`src/rtl/sipo_deserializer.sv`:
```
// Purpose : framed serial-in / parallel-out receiver with a one-word holding register.
// Latency : a word is visible on data_out/data_valid right after the edge that samples its last bit.
// Backpressure: data_valid/data_ready handshake; a word completing while the holder is full and
//               not being drained is dropped and flagged (sticky overflow).
//
// Ports:
//   clk, reset            - rising-edge clock, asynchronous active-high reset
//   serial_in, bit_valid  - serial bit and its qualifier
//   frame_start           - current valid bit is bit 0 of a word (resyncs mid-word)
//   data_out, data_valid  - assembled word and its valid flag
//   data_ready            - consumer accepts data_out when data_valid=1
//   busy                  - a word is partially received
//   overflow, frame_err   - sticky error flags, cleared by clear_flags (set wins)
module sipo_deserializer #(
  parameter int WIDTH     = 8,
  parameter bit MSB_FIRST = 1'b1
) (
  input  logic             clk,
  input  logic             reset,
  input  logic             serial_in,
  input  logic             bit_valid,
  input  logic             frame_start,
  output logic [WIDTH-1:0] data_out,
  output logic             data_valid,
  input  logic             data_ready,
  output logic             busy,
  output logic             overflow,
  output logic             frame_err,
  input  logic             clear_flags
);

  localparam int CNT_W = $clog2(WIDTH);
  localparam logic [CNT_W-1:0] LAST_IDX = CNT_W'(WIDTH - 1);

  typedef enum logic {IDLE, SHIFT} state_t;

  state_t             state_q, state_d;
  logic [WIDTH-1:0]   shift_q, shift_d;
  logic [CNT_W-1:0]   cnt_q, cnt_d;
  logic [WIDTH-1:0]   data_q, data_d;
  logic               valid_q, valid_d;
  logic               ovf_q, ovf_d;
  logic               ferr_q, ferr_d;

  logic [WIDTH-1:0]   shifted;
  logic [WIDTH-1:0]   first_word;
  logic               word_done;
  logic               ovf_set;
  logic               ferr_set;

  // Register contents after shifting serial_in in; on the last bit this is the finished word.
  assign shifted    = MSB_FIRST ? {shift_q[WIDTH-2:0], serial_in}
                                : {serial_in, shift_q[WIDTH-1:1]};
  // First bit of a frame is loaded into a cleared register so no stale bits linger.
  assign first_word = MSB_FIRST ? {{(WIDTH-1){1'b0}}, serial_in}
                                : {serial_in, {(WIDTH-1){1'b0}}};

  always_comb begin
    state_d   = state_q;
    shift_d   = shift_q;
    cnt_d     = cnt_q;
    data_d    = data_q;
    valid_d   = valid_q;
    ovf_d     = ovf_q;
    ferr_d    = ferr_q;
    word_done = 1'b0;
    ovf_set   = 1'b0;
    ferr_set  = 1'b0;

    case (state_q)
      IDLE: begin
        // Valid bits without frame_start are ignored while hunting for a frame.
        if (bit_valid && frame_start) begin
          shift_d = first_word;
          cnt_d   = CNT_W'(1);
          state_d = SHIFT;
        end
      end
      SHIFT: begin
        if (bit_valid) begin
          if (frame_start) begin
            // Resync: abandon the partial word, this bit starts a new one.
            shift_d  = first_word;
            cnt_d    = CNT_W'(1);
            ferr_set = 1'b1;
          end else if (cnt_q == LAST_IDX) begin
            word_done = 1'b1;
            shift_d   = '0;
            cnt_d     = '0;
            state_d   = IDLE;
          end else begin
            shift_d = shifted;
            cnt_d   = cnt_q + 1'b1;
          end
        end
      end
      default: state_d = IDLE;
    endcase

    // Holding register: a completing word may replace a word being accepted on the same edge.
    if (word_done) begin
      if (!valid_q || data_ready) begin
        data_d  = shifted;
        valid_d = 1'b1;
      end else begin
        ovf_set = 1'b1;
      end
    end else if (valid_q && data_ready) begin
      valid_d = 1'b0;
    end

    // Sticky flags: clear first so a simultaneous set takes priority.
    if (clear_flags) begin
      ovf_d  = 1'b0;
      ferr_d = 1'b0;
    end
    if (ovf_set)  ovf_d  = 1'b1;
    if (ferr_set) ferr_d = 1'b1;
  end

  always_ff @(posedge clk or posedge reset) begin
    if (reset) begin
      state_q <= IDLE;
      shift_q <= '0;
      cnt_q   <= '0;
      data_q  <= '0;
      valid_q <= 1'b0;
      ovf_q   <= 1'b0;
      ferr_q  <= 1'b0;
    end else begin
      state_q <= state_d;
      shift_q <= shift_d;
      cnt_q   <= cnt_d;
      data_q  <= data_d;
      valid_q <= valid_d;
      ovf_q   <= ovf_d;
      ferr_q  <= ferr_d;
    end
  end

  assign data_out   = data_q;
  assign data_valid = valid_q;
  assign busy       = (state_q == SHIFT);
  assign overflow   = ovf_q;
  assign frame_err  = ferr_q;

endmodule

```
`config.mk`:
```
export PLATFORM = sky130hd
export DESIGN_NAME = sipo_deserializer
export DESIGN_NICKNAME = d
export VERILOG_FILES = /design/src/rtl/sipo_deserializer.sv
export SDC_FILE = /design/constraint.sdc
export NUM_CORES = 1
export LEC_CHECK = 0
export ABC_AREA = 1
export ABC_CLOCK_PERIOD_IN_PS = 4300
export CORE_AREA = 2 2 60 62
export CTS_CLUSTER_DIAMETER = 120
export DETAILED_ROUTE_END_ITERATION = 8
export DIE_AREA = 0 0 62 64
export SLEW_MARGIN = 20
export SYNTH_ARGS = -nofsm -noshare
export SYNTH_HDL_FRONTEND = slang
export SYNTH_SLANG_ARGS = --single-unit
export TNS_END_PERCENT = 100
```
`constraint.sdc`:
```
create_clock -name clk -period 4.3 [get_ports clk]
set_clock_uncertainty 0.15 [all_clocks]
set_input_delay 0.43 -clock clk [delete_from_list [all_inputs] [get_ports clk]]
set_output_delay 0.43 -clock clk [all_outputs]
set_load 0.05 [all_outputs]
```
[Word level (Yosys, flattened, before mapping)]
Cells that the tools add are included.
Cells by class
  div/mod/pow operators: 0
  muxes and demuxes: 30
  bitwise gates (word level): 1
  magnitude comparators: 0
  multiply operators: 0
  eq/ne operators: 4
  reductions and logical operators: 10
  shift-type cells: 0
  add/subtract/negate cells: 1
Operator list (count)
  7-bit two-way mux: 4
  1-bit two-way mux: 19
  7-bit one-hot mux with 2 select lines: 1
  3-bit two-way mux: 4
  3-bit one-hot mux with 2 select lines: 1
  2-bit AND reduction: 3
  2-bit nonzero test: 3
  2-bit inequality test (second input constant): 2
  3-bit by 1-bit adder with 3-bit output (second input constant): 1
  3-bit == test (second input constant): 1
  1-bit logical AND: 2
  2-bit by 1-bit inequality test with 1-bit output (second input constant): 1
  1-bit one-hot mux with 2 select lines: 1
  1-bit zero test: 1
  1-bit logical OR: 1
  1-bit inverter: 1
Word-level totals
  memories: 0
  output and inout bits: 12
  latch bits: 0
  input port bits: 7
  flip-flop bits (word level): 22
  ROM bits: 0
  RAM bits: 0

[Longest topological paths before layout]
  word-level depth: 7
  depth in mapped cells: 7

[Least setup slack after synthesis]
OpenSTA, ideal clock, no wires.
  path kind: register to register
  start: register state_q (netlist: busy)
  end: register data_q[0] (netlist: data_out[0])
  library setup time: 0.119 ns
  cell stages (with the launch flop): 6
  setup slack: 2.835 ns
  arrival time: 1.196 ns
  data required time: 4.031 ns
  path through: dfrtp_1 -> nand2_4 -> inv_2 -> nand3_4 -> nand2_1 -> nand2_1
On the way
  word-level cells in the longest chain between the ends: 2
Ends and longest elaborated chain
  from (decl): line 37  | state_t state_q, state_d;
  from (signal assigned): line 131  | state_q <= state_d;
  1-bit two-way mux: line 70  | case (state_q)
  2-bit AND reduction (no line)
  to (signal assigned): line 134  | data_q <= data_d;
  to (decl): line 40  | logic [WIDTH-1:0] data_q, data_d;
No other way between the ends.
A chain may end at the register's enable or synchronous reset.

[Worst setup path in the final report]
  start: register state_q (netlist: busy)
  end: output busy
RTL lines
  to (decl): line 26  | output logic busy,
No word-level cell between the ends.

==> flow_summary_export.csv <==
group,metric,value,unit
synth,ys_ff_latch,22,
routing,via_per_inst,4.364,
floorplanning,chipHeight,64,µm
clocking,ctsHoldBuffers,0,
clocking,cts_resized,0,
min_path,hold_path_end,"data_out[7]$_DFFE_PP0P_",
global_routing,grt_pass1_wl,3.318,mm
routing,totalWireLength,1.841,mm
final_layout,fillerInstances,339,
floorplanning,row_count,21,
synth,synth_ff_type,"dfrtp_1",
placed_design,place_congestion,0.7690,
clocking,cts_max_level,1,
pwr,power.density,349.8,mW/mm²
synth,synthArstFlopShare,100.0,%
setup_path,cpPeakStageDelay,0.83,ns
sta,whs,0.3341,ns
synth,muxShareOfSynthArea,0,%
run_status,status,"complete, no violations",
sta,drv_slew,0,
pwr,p_leak,0.6519,nW
synth,synth_xor_xnor_area_share,0,%
setup_path,crit_path_top_delay_cell,"clkdlybuf4s50_1",
min_path,hold_depth,2,
synth,ys_seq_area_share,56.70,%
routing,drtAntennaViolNets,0,
floorplanning,dieArea,0.003968,mm²
routing,num_vias,755,
setup_path,arrival,1.59,ns
sta,fmax,0.4610,GHz
setup_path,cp.buffers_inverters,1,
sta,tightest_slew,0.8121,ns
placed_design,portBuffers,18,
synth,synth_fa_ha_area_share,2.577,%
global_routing,first_global_vias,752,
clocking,cts_tree,"built",
routing,wl_per_cell,10.64,µm
final_layout,multi_input_area,381.6,µm²
setup_path,crit_cells,1,
synth,yosys.area_share.simple,34.66,%
synth,synthDominantCellAreaShare,56.70,%
setup_path,end_kind,"output port",
routing,drt_drc_violations_left,0,
setup_path,reg2reg_from,"cnt_q[0]$_DFFE_PP0P_",
sta,setup_tns,0,ns
final_layout,regArea,550.5,µm²
floorplanning,coreArea,0.003284,mm²
clocking,clk_pin_slew,0.12,ns
global_routing,grt_max_degree,23,
global_routing,grt_overflow_total,0,
synth,synth_edf_count,0,
routing,drt_pre_antenna_iters,4,
synth,postSynthAreaPerCell,9.160,µm²
synth,synth.most_common_cell,"nand2_1",
floorplanning,die_w,62,µm
sta,period_share,50.45,%
setup_path,crit_chain,"clkdlybuf4s50_1",
final_layout,area_growth,29.38,%
setup_path,rr_endpoint,"data_out[2]$_DFFE_PP0P_",
synth,syn_nets,115,
synth,synth_common_cells,"nand2_1, dfrtp_1, nand3_1",
setup_path,cpLargestDelayFamily,"buffers and inverters",
clocking,postCtsSetupBuffers,0,
setup_path,start_kind,"register",
synth,synth_top_cell_by_area,"dfrtp_1",
setup_path,reg2reg_depth,7,
final_layout,final_util,38.25,%
sta,final-setup-viol-count,0,
setup_path,critPathRequiredTime,3.72,ns
setup_path,path_class,"reg2out",
sta,slew_headroom,45.80,%
floorplanning,initial_utilization,29.56,%
synth,synth_cell_types,16,
sta,grt_setup_unrepaired,"false",
sta,period_needed,2.169,ns
synth,synth_area,970.9,µm²
synth,synth.area.top_cells,"dfrtp_1, nand2_1, nand3_1",
final_layout,final_net_count,137,
clocking,clockRootBuffer,"clkbuf_4",
clocking,clock_sinks,22,
clocking,clkLatencyLatePin,0.31,ns
clocking,clock_path_buffers,2,
setup_path,critPathMaxFanout,4,
synth,ys_warn_count,0,
final_layout,antenna_cells,0,
pwr,vdd_drop_max,0.1176,mV
job,maxCapViolations,0,
sta,hold_viol,0,
global_routing,antenna_found_initial,0,
synth,synth-compound-area-share,2.062,%
clocking,numCtsBuffers,3,
final_layout,post_route_cells_drive_above_1_share,12.60,%
synth,syn_inst,106,
min_path,min_path_type,"reg2reg",
synth,synth_top_family_by_area,"simple AND/OR/NAND/NOR gates",
floorplanning,io_pins,19,
setup_path,r2r_setup_slack,2.72,ns
routing,drt_iter0_drc,26,
global_routing,groute.usage.overall,11.58,%
placed_design,dp_hpwl,1.340,mm
min_path,min-delay-start,"data_out[7]$_DFFE_PP0P_",
## worst max path at each step
stage                        start                 endpoint  slack [ns]
floorplan           busy$_DFF_PP0_  data_out[0]$_DFFE_PP0P_        2.84
global placement        data_ready  data_out[6]$_DFFE_PP0P_        2.48
detailed placement      data_ready  data_out[2]$_DFFE_PP0P_        2.45
CTS                 busy$_DFF_PP0_                     busy        2.11
global route        busy$_DFF_PP0_                     busy        2.06
finish              busy$_DFF_PP0_                     busy        2.13
## where the power goes
part | switching, mW | leakage [nW] | total, mW | internal, mW
Combinational | 0.0382 | 0.331 | 0.0588 | 0.0206
Clock | 0.0622 | 0.0279 | 0.156 | 0.0942
Sequential | 0.00695 | 0.293 | 0.224 | 0.217
Total | 0.107 | 0.652 | 0.439 | 0.332
## stage by stage
step                cell area [µm²]  setup WS, ns  instances  total power [mW]
finish                         1256         2.131        173            0.4394
global route                   1256         2.063        173            0.4635
CTS                            1256         2.111        173            0.4467
detailed placement             1204         2.454        169            0.2877
global placement               1204         2.477        169            0.2860
floorplan                     970.9         2.835        106            0.2658
## area by class of cell
cell class | count | share of cell area [%]
well taps | 46 | 4.582
flip-flops and latches | 22 | 43.82
inverters | 9 | 2.689
repair buffers | 18 | 14.34
multi-input cells | 74 | 30.38
clock buffers | 3 | 1.793
clock inverters | 1 | 2.390
## state kept, by name, summed over array words and instances (netlist names)
signal,cells
frame_err,1
busy,1
cnt_q,3
overflow,1
shift_q,7
data_valid,1
data_out,8
## placed cells by master (no fill, tap or decap)
cell type	count
o21ai_2	1
clkbuf_4	3
nand2_1	44
nand2_4	1
nand3_4	1
dfrtp_1	22
nand2_2	2
o22ai_1	1
clkdlybuf4s50_1	18
nand3_1	16
nor2_8	1
inv_2	4
nor2_4	2
a21oi_1	1
bufinv_16	1
nor2_1	2
ha_1	2
inv_1	5
## tightest hold or removal path: cells and delay by family, from the launching register on
kind             cells  cell delay (ns)
AND/OR/NAND/NOR      2             0.09
flip-flops           1             0.36
## metal layers
layer,wire (µm),part of all wire [%],track usage (%)
met3,83,4.5,2.632
met1,844,46,13.10
met4,27,1.5,7.181
met2,886,48,18.88
met5,0,0,0
## cells by family after synthesis
logic type / count (synthesis)
and+or+nand+nor: 69
DFF: 22
buffers and inverters: 10
AOI/OAI and AO/OA: 3
adders and majority gates: 2
Note: power is estimated with default switching activity, not from simulation.
